--- src/rtl/memops_arbiter_if.sv ---
// Bundle between the arbiter, its two requesters (A = CPU, B = debug/DMA) and the
// shared memory unit. slave = arbiter view, master = environment view.
interface memops_arbiter_if;
  logic        i_a_stb, i_b_stb;
  logic [2:0]  i_a_op, i_b_op;
  logic [31:0] i_a_addr, i_b_addr;
  logic [31:0] i_a_data, i_b_data;
  logic [4:0]  i_a_oreg, i_b_oreg;
  logic        o_a_stall, o_b_stall;
  logic        o_a_valid, o_b_valid, o_a_err, o_b_err;
  logic [4:0]  o_wreg;
  logic [31:0] o_result;
  logic        o_mem_stb;
  logic [2:0]  o_mem_op;
  logic [31:0] o_mem_addr, o_mem_data;
  logic [4:0]  o_mem_oreg;
  logic        i_mem_stalled, i_mem_busy, i_mem_rdbusy, i_mem_valid, i_mem_done, i_mem_err;
  logic [4:0]  i_mem_wreg;
  logic [31:0] i_mem_result;
  logic        o_owner, o_busy;

  modport slave (
    input  i_a_stb, i_b_stb, i_a_op, i_b_op, i_a_addr, i_b_addr, i_a_data, i_b_data,
           i_a_oreg, i_b_oreg,
           i_mem_stalled, i_mem_busy, i_mem_rdbusy, i_mem_valid, i_mem_done, i_mem_err,
           i_mem_wreg, i_mem_result,
    output o_a_stall, o_b_stall, o_a_valid, o_b_valid, o_a_err, o_b_err, o_wreg, o_result,
           o_mem_stb, o_mem_op, o_mem_addr, o_mem_data, o_mem_oreg, o_owner, o_busy
  );

  modport master (
    output i_a_stb, i_b_stb, i_a_op, i_b_op, i_a_addr, i_b_addr, i_a_data, i_b_data,
           i_a_oreg, i_b_oreg,
           i_mem_stalled, i_mem_busy, i_mem_rdbusy, i_mem_valid, i_mem_done, i_mem_err,
           i_mem_wreg, i_mem_result,
    input  o_a_stall, o_b_stall, o_a_valid, o_b_valid, o_a_err, o_b_err, o_wreg, o_result,
           o_mem_stb, o_mem_op, o_mem_addr, o_mem_data, o_mem_oreg, o_owner, o_busy
  );
endinterface

--- src/rtl/memops_arbiter.sv ---
// Two-port owner arbiter in front of a ZipCPU memory unit; enforces depth, direction
// and error-flush issue rules. Define MEMARB_ROUNDROBIN_EN for round-robin tie-break.

// Per-port stall and response steering.
module memops_arbiter_port (
  input  logic stb,
  input  logic req_own,
  input  logic rsp_own,
  input  logic block,
  input  logic mem_valid,
  input  logic mem_err,
  output logic stall,
  output logic valid,
  output logic err
);
  assign stall = stb && (!req_own || block);
  assign valid = rsp_own && mem_valid;
  assign err   = rsp_own && mem_err;
endmodule

module memops_arbiter #(
  parameter int LGDEPTH      = 4,
  parameter int OPT_MAXDEPTH = 1
) (
  input  logic            i_clk,
  input  logic            i_reset_n,
  memops_arbiter_if.slave bus
);
  localparam int NUM_PORTS = 2;

  typedef enum logic [1:0] {IDLE, OWN_A, OWN_B, FLUSH} state_e;

  typedef struct packed {
    logic [2:0]  op;
    logic [31:0] addr;
    logic [31:0] data;
    logic [4:0]  oreg;
  } mem_req_t;

  state_e                state_q, state_d;
  logic [LGDEPTH-1:0]    count_q, count_d;
  logic                  dir_q, dir_d;
  logic                  last_q, last_d;
  logic                  owner_q, owner_d;

  mem_req_t [NUM_PORTS-1:0] req;
  mem_req_t                 sel;
  logic [NUM_PORTS-1:0]     stb, req_own, rsp_own, stall, valid, err;
  logic                     owning, done_eff, full, block, mem_stb, grant;

  assign stb    = {bus.i_b_stb, bus.i_a_stb};
  assign req[0] = {bus.i_a_op, bus.i_a_addr, bus.i_a_data, bus.i_a_oreg};
  assign req[1] = {bus.i_b_op, bus.i_b_addr, bus.i_b_data, bus.i_b_oreg};

  always_comb begin
    state_d  = state_q;
    count_d  = count_q;
    dir_d    = dir_q;
    last_d   = last_q;
    owner_d  = owner_q;
    sel      = req[owner_q];
    owning   = (state_q == OWN_A) || (state_q == OWN_B);
    // A done with nothing outstanding is a protocol error; drop it so count floors at 0.
    done_eff = bus.i_mem_done && (count_q != '0);
    // A retiring op frees its slot in the same cycle.
    full     = (count_q - LGDEPTH'(done_eff)) == LGDEPTH'(OPT_MAXDEPTH);
    block    = bus.i_mem_stalled || bus.i_mem_err || full ||
               ((count_q != '0) && (sel.op[0] != dir_q));
    mem_stb  = owning && stb[owner_q] && !block;
    req_own  = '0;
    rsp_own  = '0;
    if (owning)           req_own[owner_q] = 1'b1;
    if (state_q != IDLE)  rsp_own[owner_q] = 1'b1;
`ifdef MEMARB_ROUNDROBIN_EN
    grant    = (&stb) ? !last_q : stb[1];
`else
    grant    = stb[1] && !stb[0];
`endif

    case (state_q)
      IDLE: begin
        if (|stb) begin
          owner_d = grant;
          last_d  = grant;
          state_d = grant ? OWN_B : OWN_A;
        end
      end
      OWN_A, OWN_B: begin
        if (mem_stb && !done_eff)      count_d = count_q + 1'b1;
        else if (!mem_stb && done_eff) count_d = count_q - 1'b1;
        if (mem_stb) dir_d = sel.op[0];
        if (bus.i_mem_err) begin
          count_d = '0;
          state_d = FLUSH;
        end else if ((count_d == '0) && !bus.i_mem_busy && !mem_stb) begin
          state_d = IDLE;
        end
      end
      FLUSH: begin
        count_d = '0;
        if (!bus.i_mem_busy) state_d = IDLE;
      end
      default: state_d = IDLE;
    endcase
  end

  always_ff @(posedge i_clk or negedge i_reset_n) begin
    if (!i_reset_n) begin
      state_q <= IDLE;
      count_q <= '0;
      dir_q   <= 1'b0;
      last_q  <= 1'b1;
      owner_q <= 1'b0;
    end else begin
      state_q <= state_d;
      count_q <= count_d;
      dir_q   <= dir_d;
      last_q  <= last_d;
      owner_q <= owner_d;
    end
  end

  for (genvar i = 0; i < NUM_PORTS; i++) begin : g_port
    memops_arbiter_port u_port (
      .stb       (stb[i]),
      .req_own   (req_own[i]),
      .rsp_own   (rsp_own[i]),
      .block     (block),
      .mem_valid (bus.i_mem_valid),
      .mem_err   (bus.i_mem_err),
      .stall     (stall[i]),
      .valid     (valid[i]),
      .err       (err[i])
    );
  end

  assign bus.o_a_stall  = stall[0];
  assign bus.o_b_stall  = stall[1];
  assign bus.o_a_valid  = valid[0];
  assign bus.o_b_valid  = valid[1];
  assign bus.o_a_err    = err[0];
  assign bus.o_b_err    = err[1];
  // Response data is a straight pass-through, forced low while reset is held.
  assign bus.o_wreg     = i_reset_n ? bus.i_mem_wreg   : '0;
  assign bus.o_result   = i_reset_n ? bus.i_mem_result : '0;
  assign bus.o_mem_stb  = mem_stb;
  assign bus.o_mem_op   = owning ? sel.op   : '0;
  assign bus.o_mem_addr = owning ? sel.addr : '0;
  assign bus.o_mem_data = owning ? sel.data : '0;
  assign bus.o_mem_oreg = owning ? sel.oreg : '0;
  assign bus.o_busy     = (state_q != IDLE);
  assign bus.o_owner    = (state_q != IDLE) && owner_q;

`ifdef FORMAL
  always_ff @(posedge i_clk) begin
    if (i_reset_n) begin
      assert (!(bus.i_mem_done  && (count_q == '0)));
      assert (!(bus.i_mem_valid && (count_q == '0)));
    end
  end
`endif
endmodule

--- src/flat_wrapper.sv ---
// flat-port wrapper written by rule: the top's interface ports become plain ports
module memops_arbiter_flat 
#(
  parameter int LGDEPTH      = 4,
  parameter int OPT_MAXDEPTH = 1
)
  (i_clk, i_reset_n, bus_i_a_stb, bus_i_b_stb, bus_i_a_op, bus_i_b_op, bus_i_a_addr, bus_i_b_addr, bus_i_a_data, bus_i_b_data, bus_i_a_oreg, bus_i_b_oreg, bus_i_mem_stalled, bus_i_mem_busy, bus_i_mem_rdbusy, bus_i_mem_valid, bus_i_mem_done, bus_i_mem_err, bus_i_mem_wreg, bus_i_mem_result, bus_o_a_stall, bus_o_b_stall, bus_o_a_valid, bus_o_b_valid, bus_o_a_err, bus_o_b_err, bus_o_wreg, bus_o_result, bus_o_mem_stb, bus_o_mem_op, bus_o_mem_addr, bus_o_mem_data, bus_o_mem_oreg, bus_o_owner, bus_o_busy);
  memops_arbiter_if bus_i ();
  input  logic i_clk;
  input  logic i_reset_n;
  input wire logic [$bits(bus_i.i_a_stb)-1:0] bus_i_a_stb;
  input wire logic [$bits(bus_i.i_b_stb)-1:0] bus_i_b_stb;
  input wire logic [$bits(bus_i.i_a_op)-1:0] bus_i_a_op;
  input wire logic [$bits(bus_i.i_b_op)-1:0] bus_i_b_op;
  input wire logic [$bits(bus_i.i_a_addr)-1:0] bus_i_a_addr;
  input wire logic [$bits(bus_i.i_b_addr)-1:0] bus_i_b_addr;
  input wire logic [$bits(bus_i.i_a_data)-1:0] bus_i_a_data;
  input wire logic [$bits(bus_i.i_b_data)-1:0] bus_i_b_data;
  input wire logic [$bits(bus_i.i_a_oreg)-1:0] bus_i_a_oreg;
  input wire logic [$bits(bus_i.i_b_oreg)-1:0] bus_i_b_oreg;
  input wire logic [$bits(bus_i.i_mem_stalled)-1:0] bus_i_mem_stalled;
  input wire logic [$bits(bus_i.i_mem_busy)-1:0] bus_i_mem_busy;
  input wire logic [$bits(bus_i.i_mem_rdbusy)-1:0] bus_i_mem_rdbusy;
  input wire logic [$bits(bus_i.i_mem_valid)-1:0] bus_i_mem_valid;
  input wire logic [$bits(bus_i.i_mem_done)-1:0] bus_i_mem_done;
  input wire logic [$bits(bus_i.i_mem_err)-1:0] bus_i_mem_err;
  input wire logic [$bits(bus_i.i_mem_wreg)-1:0] bus_i_mem_wreg;
  input wire logic [$bits(bus_i.i_mem_result)-1:0] bus_i_mem_result;
  output wire logic [$bits(bus_i.o_a_stall)-1:0] bus_o_a_stall;
  output wire logic [$bits(bus_i.o_b_stall)-1:0] bus_o_b_stall;
  output wire logic [$bits(bus_i.o_a_valid)-1:0] bus_o_a_valid;
  output wire logic [$bits(bus_i.o_b_valid)-1:0] bus_o_b_valid;
  output wire logic [$bits(bus_i.o_a_err)-1:0] bus_o_a_err;
  output wire logic [$bits(bus_i.o_b_err)-1:0] bus_o_b_err;
  output wire logic [$bits(bus_i.o_wreg)-1:0] bus_o_wreg;
  output wire logic [$bits(bus_i.o_result)-1:0] bus_o_result;
  output wire logic [$bits(bus_i.o_mem_stb)-1:0] bus_o_mem_stb;
  output wire logic [$bits(bus_i.o_mem_op)-1:0] bus_o_mem_op;
  output wire logic [$bits(bus_i.o_mem_addr)-1:0] bus_o_mem_addr;
  output wire logic [$bits(bus_i.o_mem_data)-1:0] bus_o_mem_data;
  output wire logic [$bits(bus_i.o_mem_oreg)-1:0] bus_o_mem_oreg;
  output wire logic [$bits(bus_i.o_owner)-1:0] bus_o_owner;
  output wire logic [$bits(bus_i.o_busy)-1:0] bus_o_busy;
  assign bus_i.i_a_stb = bus_i_a_stb;
  assign bus_i.i_b_stb = bus_i_b_stb;
  assign bus_i.i_a_op = bus_i_a_op;
  assign bus_i.i_b_op = bus_i_b_op;
  assign bus_i.i_a_addr = bus_i_a_addr;
  assign bus_i.i_b_addr = bus_i_b_addr;
  assign bus_i.i_a_data = bus_i_a_data;
  assign bus_i.i_b_data = bus_i_b_data;
  assign bus_i.i_a_oreg = bus_i_a_oreg;
  assign bus_i.i_b_oreg = bus_i_b_oreg;
  assign bus_i.i_mem_stalled = bus_i_mem_stalled;
  assign bus_i.i_mem_busy = bus_i_mem_busy;
  assign bus_i.i_mem_rdbusy = bus_i_mem_rdbusy;
  assign bus_i.i_mem_valid = bus_i_mem_valid;
  assign bus_i.i_mem_done = bus_i_mem_done;
  assign bus_i.i_mem_err = bus_i_mem_err;
  assign bus_i.i_mem_wreg = bus_i_mem_wreg;
  assign bus_i.i_mem_result = bus_i_mem_result;
  assign bus_o_a_stall = bus_i.o_a_stall;
  assign bus_o_b_stall = bus_i.o_b_stall;
  assign bus_o_a_valid = bus_i.o_a_valid;
  assign bus_o_b_valid = bus_i.o_b_valid;
  assign bus_o_a_err = bus_i.o_a_err;
  assign bus_o_b_err = bus_i.o_b_err;
  assign bus_o_wreg = bus_i.o_wreg;
  assign bus_o_result = bus_i.o_result;
  assign bus_o_mem_stb = bus_i.o_mem_stb;
  assign bus_o_mem_op = bus_i.o_mem_op;
  assign bus_o_mem_addr = bus_i.o_mem_addr;
  assign bus_o_mem_data = bus_i.o_mem_data;
  assign bus_o_mem_oreg = bus_i.o_mem_oreg;
  assign bus_o_owner = bus_i.o_owner;
  assign bus_o_busy = bus_i.o_busy;
  memops_arbiter #(.LGDEPTH(LGDEPTH), .OPT_MAXDEPTH(OPT_MAXDEPTH)) u_core (.i_clk(i_clk), .i_reset_n(i_reset_n), .bus(bus_i));
endmodule
--- config.mk ---
export PLATFORM = sky130hd
export DESIGN_NAME = memops_arbiter_flat
export DESIGN_NICKNAME = d
export VERILOG_FILES = /design/src/rtl/memops_arbiter_if.sv /design/src/rtl/memops_arbiter.sv /design/src/flat_wrapper.sv
export SDC_FILE = /design/constraint.sdc
export NUM_CORES = 1
export LEC_CHECK = 0
export CELL_PAD_IN_SITES_DETAIL_PLACEMENT = 2
export CELL_PAD_IN_SITES_GLOBAL_PLACEMENT = 2
export CORE_MARGIN = 2
export CORE_UTILIZATION = 12
export CTS_CLUSTER_DIAMETER = 200
export DETAILED_ROUTE_END_ITERATION = 8
export PLACE_DENSITY_LB_ADDON = 0.1
export SLEW_MARGIN = 20
export SYNTH_ARGS = -nofsm -noshare
export SYNTH_HDL_FRONTEND = slang
export SYNTH_SLANG_ARGS = --single-unit
--- constraint.sdc ---
create_clock -name i_clk -period 7.7 [get_ports i_clk]
set_input_delay 1.925 -clock i_clk [delete_from_list [all_inputs] [get_ports i_clk]]
set_output_delay 1.925 -clock i_clk [all_outputs]
set_load 0.01 [all_outputs]
==> load_flow_metrics.sql, run 1 <==
INSERT INTO impl_metrics (metric_group, metric, value, unit) VALUES
('global_route', 'grt_start_max_net_pins', '75', ''),
('clocking', 'cts_made_buffers', '3', ''),
('placed_design', 'detailed_place_hpwl', '13.4', 'mm'),
('critical_path', 'crit-reg2reg-launch', 'u_core.count_q[1]', ''),
('timing', 'slew_at_the_pin_closest_to_its_max_slew_limit', '914', 'ps'),
('critical_path', 'rrSetupSlack', '3770', 'ps'),
('job', 'cap_viol_max_count', '0', ''),
('worst_hold_path', 'worstHoldPathType', 'reg2reg', ''),
('global_route', 'grt_pass1_wl', '22.1', 'mm'),
('critical_path', 'worst_path_largest_cell_delay', '560', 'ps'),
('finish', 'mostFrequentLayoutCells', 'sky130_fd_sc_hd__clkdlybuf4s50_1, sky130_fd_sc_hd__nor2b_1, sky130_fd_sc_hd__mux2i_1, sky130_fd_sc_hd__and2_1, sky130_fd_sc_hd__nand2_1', ''),
('synth', 'synth.avg_cell_area', '7.59', 'sq um'),
('drt', 'antenna_violating_nets_post_route', '0', ''),
('global_route', 'via_count_of_the_first_global_routing_pass', '3697', ''),
('floorplanning', 'die_area', '20500', 'sq um'),
('drt', 'drtIter0Drc', '33', ''),
('placed_design', 'place.port_buffers', '307', ''),
('finish', 'post-route-cell-area', '5740', 'sq um'),
('critical_path', 'timing.critical_path.required', '5780', 'ps'),
('clocking', 'clock_tree.root_cell', 'sky130_fd_sc_hd__clkbuf_16', ''),
('synth', 'synth.yosys.seq_area_share', '0.0859', ''),
('synth', 'synthDistinctLibCells', '42', ''),
('critical_path', 'setup.worst_path.start', 'bus_i_mem_done', ''),
('finish', 'stdcell_count', '859', ''),
('global_route', 'grt.total_usage', '0.140', ''),
('status', 'status', 'complete, no violations', ''),
('timing', 'skew', '4.87', 'ps'),
('drt', 'routed_via_density', '4.00', ''),
('global_route', 'globalRoute.totalOverflow', '0', ''),
('synth', 'syn_inst', '307', ''),
('finish', 'insertedDiodeCount', '0', ''),
('timing', 'fin_hold_ws', '530', 'ps'),
('clocking', 'clock_transition_at_path_regs', '40', 'ps'),
('placed_design', 'instance_area_at_placement', '5670', 'sq um'),
('clocking', 'hold_fix_buffers_cts', '0', ''),
('drt', 'highest_layer', 'met5', ''),
('floorplanning', 'dieWidth', '143', 'microns'),
('clocking', 'cts.repair.resized', '0', ''),
('power', 'power_per_cell_area', '294', 'nW/um^2'),
('floorplanning', 'dieHeight', '143', 'microns'),
('timing', 'setup_repair_after_global_routing_missed_its_margin', 'no', ''),
('timing', 'post_layout_minimum_cycle_time', '6740', 'ps'),
('drt', 'met2RoutedLength', '8.51', 'mm'),
('critical_path', 'crit_slowest_cell', 'sky130_fd_sc_hd__clkdlybuf4s50_1', ''),
('synth', 'synth_seq_cells', '8', ''),
('critical_path', 'path_cells', 'clkdlybuf4s50_1 > nand2_1 > inv_1 > ha_1 > ha_1 > nand2b_1 > or3_1 > o21a_1 > a31oi_1 > clkdlybuf4s50_1', ''),
('critical_path', 'startpoint_type', 'primary input', ''),
('critical_path', 'critical_path_data_arrival_time', '4820', 'ps'),
('worst_hold_path', 'min_from', 'u_core.state_q[1]', ''),
('floorplanning', 'core-area', '18900', 'sq um'),
('timing', 'max_clock_freq', '148', 'MHz'),
('critical_path', 'timing.critical_path.fanout_max', '8', ''),
('clocking', 'cts_tree', 'done', ''),
('critical_path', 'worstSetupPathType', 'in2out', ''),
('drt', 'met3_wirelength', '1.68', 'mm'),
('synth', 'synth-warning-count', '0', ''),
('drt', 'drc', '0', ''),
('power', 'total_power', '1.69', 'mW'),
('synth', 'synth_top_area_frac', '0.309', ''),
('finish', 'num-nets-final', '797', ''),
('clocking', 'clock_latency', '240', 'ps'),
('synth', 'ys_top_cells_by_area', 'sky130_fd_sc_hd__mux2i_1, sky130_fd_sc_hd__nor2b_1, sky130_fd_sc_hd__and2_1, sky130_fd_sc_hd__dfrtp_1, sky130_fd_sc_hd__ha_1', ''),
('global_route', 'number_of_antenna_violations_at_the_first_check_in_global_routing', '1', ''),
('synth', 'postSynthNetCount', '504', ''),
('power', 'vdd.ir_drop.worst', '0.0980', 'mV'),
('drt', 'number_of_iterations_in_the_first_detailed_routing_pass', '4', ''),
('floorplanning', 'fp-row-count', '50', ''),
('drt', 'routedLengthMet1', '5.43', 'mm'),
('synth', 'synth.cell_area', '2330', 'sq um'),
('finish', 'area.growth.synth_to_final', '147', '%'),
('drt', 'route.final.wire_length', '15.7', 'mm');
## power breakdown
group / internal [mW] / switching, mW / total, mW
clock network: 0.0694 / 0.0247 / 0.0941
registers: 0.0610 / 0.0562 / 0.117
logic: 0.816 / 0.663 / 1.48
## path summary, 6_finish.rpt
kind | to | cells after the start
max | bus_o_b_stall | 10
min | u_core.state_q[1] | 1
max reg2reg | u_core.state_q[1] | 13
min reg2reg | u_core.state_q[1] | 1
max in group asynchronous | u_core.owner_q | 2
min in group asynchronous | u_core.count_q[1] | 1
## sequential cells by signal, indices dropped and copies added (netlist names)
register	count
u_core.count_q	4
u_core.owner_q	1
u_core.state_q	2
u_core.dir_q	1
## cell usage after synthesis (all sizes together)
cell	number
nor2b	74
mux2i	72
and2	39
clkbuf	13
nand2	13
inv	10
buf	9
a21oi	8
dfrtp	8
ha	6
o21ai	6
a31oi	3
and3	3
mux2	3
nand2b	3
nor3	3
nor3b	3
a22oi	2
nand3	2
nor2	2
o211ai	2
o21a	2
o311a	2
o31ai	2
or3	2
xnor2	2
xor2	2
a2111oi	1
a211o	1
a211oi	1
a2bb2oi	1
a41o	1
and4	1
nor4	1
o211a	1
o22ai	1
o31a	1
or3b	1
## cells by family after synthesis
| family | after synthesis | synth area share |
|---|---|---|
| simple gates | 147 | 0.381 |
| mux | 75 | 0.324 |
| compound gates | 35 | 0.109 |
| buf+inv | 32 | 0.0532 |
| flops | 8 | 0.0859 |
| fa+ha+maj | 6 | 0.0322 |
| xor+xnor | 4 | 0.0150 |
## worst max-delay path, delay by kind of cell
family / cells / cell delay [ps]
AND/OR/NAND/NOR: 3 / 620
AO/OA/AOI/OAI: 2 / 520
adder cells (fa/ha/maj): 2 / 520
buffers and inverters: 3 / 1220
## stage by stage
stage          utilization  setup WS (ps)
3_3_place_gp         0.300           1020
6_report             0.304            957
3_5_place_dp         0.300            960
5_1_grt              0.304            763
4_1_cts              0.304            930
2_1_floorplan            -           2260
## area by class of cell
cell class              instances  area (sq um)
fillers                      2162         13100
inverters                      10          37.5
well taps                     260           325
flip-flops and latches          8           204
multi-input cells             267          2010
clock buffers                   4          78.8
repair buffers                310          3090
## routing by layer
| layer | vias to the layer above | global-route usage |
|---|---|---|
| met5 | - | 0 |
| met4 | 2 | 0.0139 |
| met3 | 7 | 0.0506 |
| met2 | 194 | 0.280 |
| met1 | 1599 | 0.143 |
| li1 | 1637 | - |
No activity file was read; power rests on OpenSTA's default activity.
==> run 2: changes to the inputs <==
--- a/config.mk
+++ b/config.mk
@@ -9,6 +9,7 @@
 export CELL_PAD_IN_SITES_GLOBAL_PLACEMENT = 2
 export CORE_MARGIN = 2
 export CORE_UTILIZATION = 12
+export CTS_BUF_LIST = sky130_fd_sc_hd__clkbuf_8
 export CTS_CLUSTER_DIAMETER = 200
 export DETAILED_ROUTE_END_ITERATION = 8
 export PLACE_DENSITY_LB_ADDON = 0.1
==> run 2 against run 1 <==
Net effect:
- routed wire length grew 0.11%
- non-clock buffer count unchanged
- combinational power about the same
- cell count unchanged
- sequential power is essentially flat
- sequential cell count did not move
- register-to-register slack better by 20 ps
- clock power decreased by 41%
- worst setup slack improved by 5.7 ps
- via count fell by 0.41%
- critical path depth unchanged
- power down 2.3%
- critical path type unchanged
- largest power group unchanged
==> load_flow_metrics.sql, run 2 (synthesis results as in run 1) <==
INSERT INTO impl_metrics (metric_group, metric, value, unit) VALUES
('worst_hold_path', 'min_from', 'u_core.state_q[1]', ''),
('placed_design', 'place.port_buffers', '307', ''),
('critical_path', 'setup.worst_path.end_class', 'primary output', ''),
('finish', 'layout.cells.most_common', 'sky130_fd_sc_hd__clkdlybuf4s50_1', ''),
('timing', 'slew_headroom', '0.389', ''),
('timing', 'tns', '0', 'ps'),
('timing', 'fin_hold_ws', '532', 'ps'),
('power', 'vdd.ir_drop.worst', '0.0949', 'mV'),
('power', 'power_per_cell_area', '289', 'nW/um^2'),
('timing', 'post_layout_minimum_cycle_time', '6740', 'ps'),
('critical_path', 'timing.critical_path.fanout_max', '8', ''),
('global_route', 'grt_pass1_wl', '22.0', 'mm'),
('floorplanning', 'initial_core_util', '0.123', ''),
('power', 'p_switching', '0.740', 'mW'),
('floorplanning', 'io_pins', '309', ''),
('power', 'power.internal', '0.912', 'mW'),
('floorplanning', 'fp-row-count', '50', ''),
('drt', 'antenna_violating_nets_post_route', '0', ''),
('critical_path', 'critical_path_data_arrival_time', '4810', 'ps'),
('timing', 'timing.final.crit_share', '0.875', ''),
('critical_path', 'rr_endpoint', 'u_core.state_q[1]', ''),
('finish', 'mostFrequentLayoutCells', 'sky130_fd_sc_hd__clkdlybuf4s50_1, sky130_fd_sc_hd__nor2b_1, sky130_fd_sc_hd__mux2i_1, sky130_fd_sc_hd__and2_1, sky130_fd_sc_hd__nand2_1', ''),
('drt', 'route.final.wire_length', '15.7', 'mm'),
('global_route', 'number_of_antenna_violations_at_the_first_check_in_global_routing', '1', ''),
('clocking', 'clock_transition_at_path_regs', '40', 'ps'),
('finish', 'insertedDiodeCount', '0', ''),
('drt', 'number_of_iterations_in_the_first_detailed_routing_pass', '4', ''),
('worst_hold_path', 'holdPathEnd', 'u_core.state_q[1]', ''),
('placed_design', 'routabilityCongestion', '0.749', ''),
('critical_path', 'startpoint_type', 'primary input', ''),
('job', 'cap_viol_max_count', '0', ''),
('finish', 'layout-drive-gt1-share', '0.0234', ''),
('global_route', 'via_count_of_the_first_global_routing_pass', '3694', ''),
('placed_design', 'detailed_place_hpwl', '13.4', 'mm'),
('finish', 'largest_register_ff_count', '4', ''),
('critical_path', 'rrSetupSlack', '3790', 'ps'),
('floorplanning', 'die_area', '20500', 'sq um'),
('placed_design', 'dpl.cell_count', '855', ''),
('drt', 'drc', '0', ''),
('drt', 'via_count', '3425', ''),
('clocking', 'cts.repair.resized', '0', ''),
('critical_path', 'crit_slowest_cell', 'sky130_fd_sc_hd__clkdlybuf4s50_1', ''),
('timing', 'setup_repair_after_global_routing_missed_its_margin', 'no', ''),
('clocking', 'ctsHtreeMaxLevel', '1', ''),
('floorplanning', 'dieHeight', '143', 'microns'),
('finish', 'register_containing_the_most_flip_flops_in_the_final_layout', 'u_core.count_q', ''),
('power', 'comb_power_share', '0.895', ''),
('timing', 'final-setup-viol-count', '0', ''),
('clocking', 'cts_made_buffers', '3', ''),
('timing', 'final-hold-violation-count', '0', ''),
('drt', 'drtIter0Drc', '30', ''),
('floorplanning', 'dieWidth', '143', 'microns'),
('critical_path', 'worstSetupPathType', 'in2out', ''),
('clocking', 'clock_latency', '240', 'ps'),
('finish', 'layout_top_registers', 'u_core.count_q (4), u_core.state_q (2)', ''),
('finish', 'num-nets-final', '797', ''),
('drt', 'wl_per_cell', '18.3', 'microns'),
('power', 'p_clk_frac', '0.034', ''),
('clocking', 'hold_fix_buffers_cts', '0', ''),
('power', 'total_power', '1.65', 'mW'),
('critical_path', 'crit-reg2reg-launch', 'u_core.count_q[1]', ''),
('critical_path', 'timing.critical_path.required', '5780', 'ps'),
('timing', 'skew', '9.49', 'ps'),
('global_route', 'grt.total_usage', '0.140', ''),
('critical_path', 'worst_path_largest_cell_delay', '560', 'ps'),
('worst_hold_path', 'worstHoldPathType', 'reg2reg', ''),
('power', 'pwr-share-seq', '0.071', ''),
('clocking', 'clock_tree.root_cell', 'sky130_fd_sc_hd__clkbuf_8', ''),
('timing', 'slew_at_the_pin_closest_to_its_max_slew_limit', '916', 'ps'),
('power', 'total_leakage_power', '2.23', 'nW'),
('timing', 'max_clock_freq', '148', 'MHz'),
('clocking', 'cts_buffer_depth', '2', ''),
('finish', 'stdcell_count', '859', ''),
('worst_hold_path', 'worst_hold_path.num_cells', '1', ''),
('clocking', 'postCtsSetupRepairBufs', '0', ''),
('critical_path', 'path_cells', 'clkdlybuf4s50_1 > nand2_1 > inv_1 > ha_1 > ha_1 > nand2b_1 > or3_1 > o21a_1 > a31oi_1 > clkdlybuf4s50_1', ''),
('timing', 'slew_viol_final', '0', ''),
('clocking', 'cts_tree', 'done', ''),
('floorplanning', 'core-area', '18900', 'sq um'),
('power', 'switch_share', '0.448', ''),
('global_route', 'grt_start_max_net_pins', '75', ''),
('critical_path', 'r2r_cells', '13', ''),
('clocking', 'cts.sinks', '8', ''),
('drt', 'routed_via_density', '3.99', ''),
('finish', 'area.growth.synth_to_final', '145', '%'),
('global_route', 'globalRoute.totalOverflow', '0', ''),
('status', 'status', 'complete, no violations', '');
-- run 2: cell type report --
type                    instances  area [sq um]
flip-flops and latches          8           204
repair buffers                310          3090
fillers                      2156         13200
clock inverters                 1          3.75
multi-input cells             267          2010
well taps                     260           325
clock buffers                   3          41.3
inverters                      10          37.5
-- run 2: power groups by stage --
stage               clock network [mW]  logic, mW  registers, mW
finish                          0.0557       1.48          0.117
global route                    0.0612       1.60          0.126
CTS                             0.0581       1.52          0.119
detailed placement                   0       1.51          0.120
global placement                     0       1.49          0.117
floorplan                            0      0.772         0.0739
-- run 2: per-stage QoR --
| step | setup WS, ps | cell area, sq um | utilization |
|---|---|---|---|
| final | 963 | 5710 | 0.302 |
| after global routing | 808 | 5710 | 0.302 |
| after CTS | 958 | 5720 | 0.303 |
| after detailed placement | 960 | 5670 | 0.300 |
| after global placement | 1020 | 5670 | 0.300 |
| after floorplan | 2260 | 2330 | - |
-- run 2: how the worst max path moves through the flow --
stage,start,to,slack (ps)
4_1_cts,bus_i_mem_done,bus_o_b_stall,960
5_1_grt,bus_i_mem_done,bus_o_mem_stb,810
3_3_place_gp,bus_i_mem_done,bus_o_b_stall,1020
6_report,bus_i_mem_done,bus_o_b_stall,960
3_5_place_dp,bus_i_mem_done,bus_o_b_stall,960
2_1_floorplan,bus_i_mem_done,bus_o_b_stall,2260
-- run 2: routing by layer --
metal	vias up	wire length (microns)	GRT usage
li1	1633	-	-
met1	1595	5470	0.143
met2	191	8500	0.280
met3	4	1690	0.0497
met4	2	36	0.0139
met5	-	13	0
-- run 2: worst max-delay path: cells and delay by family --
family / cells / cell delay, ps
buffers and inverters: 3 / 1220
adder cells (fa/ha/maj): 2 / 520
AO/OA/AOI/OAI: 2 / 520
AND/OR/NAND/NOR: 3 / 620
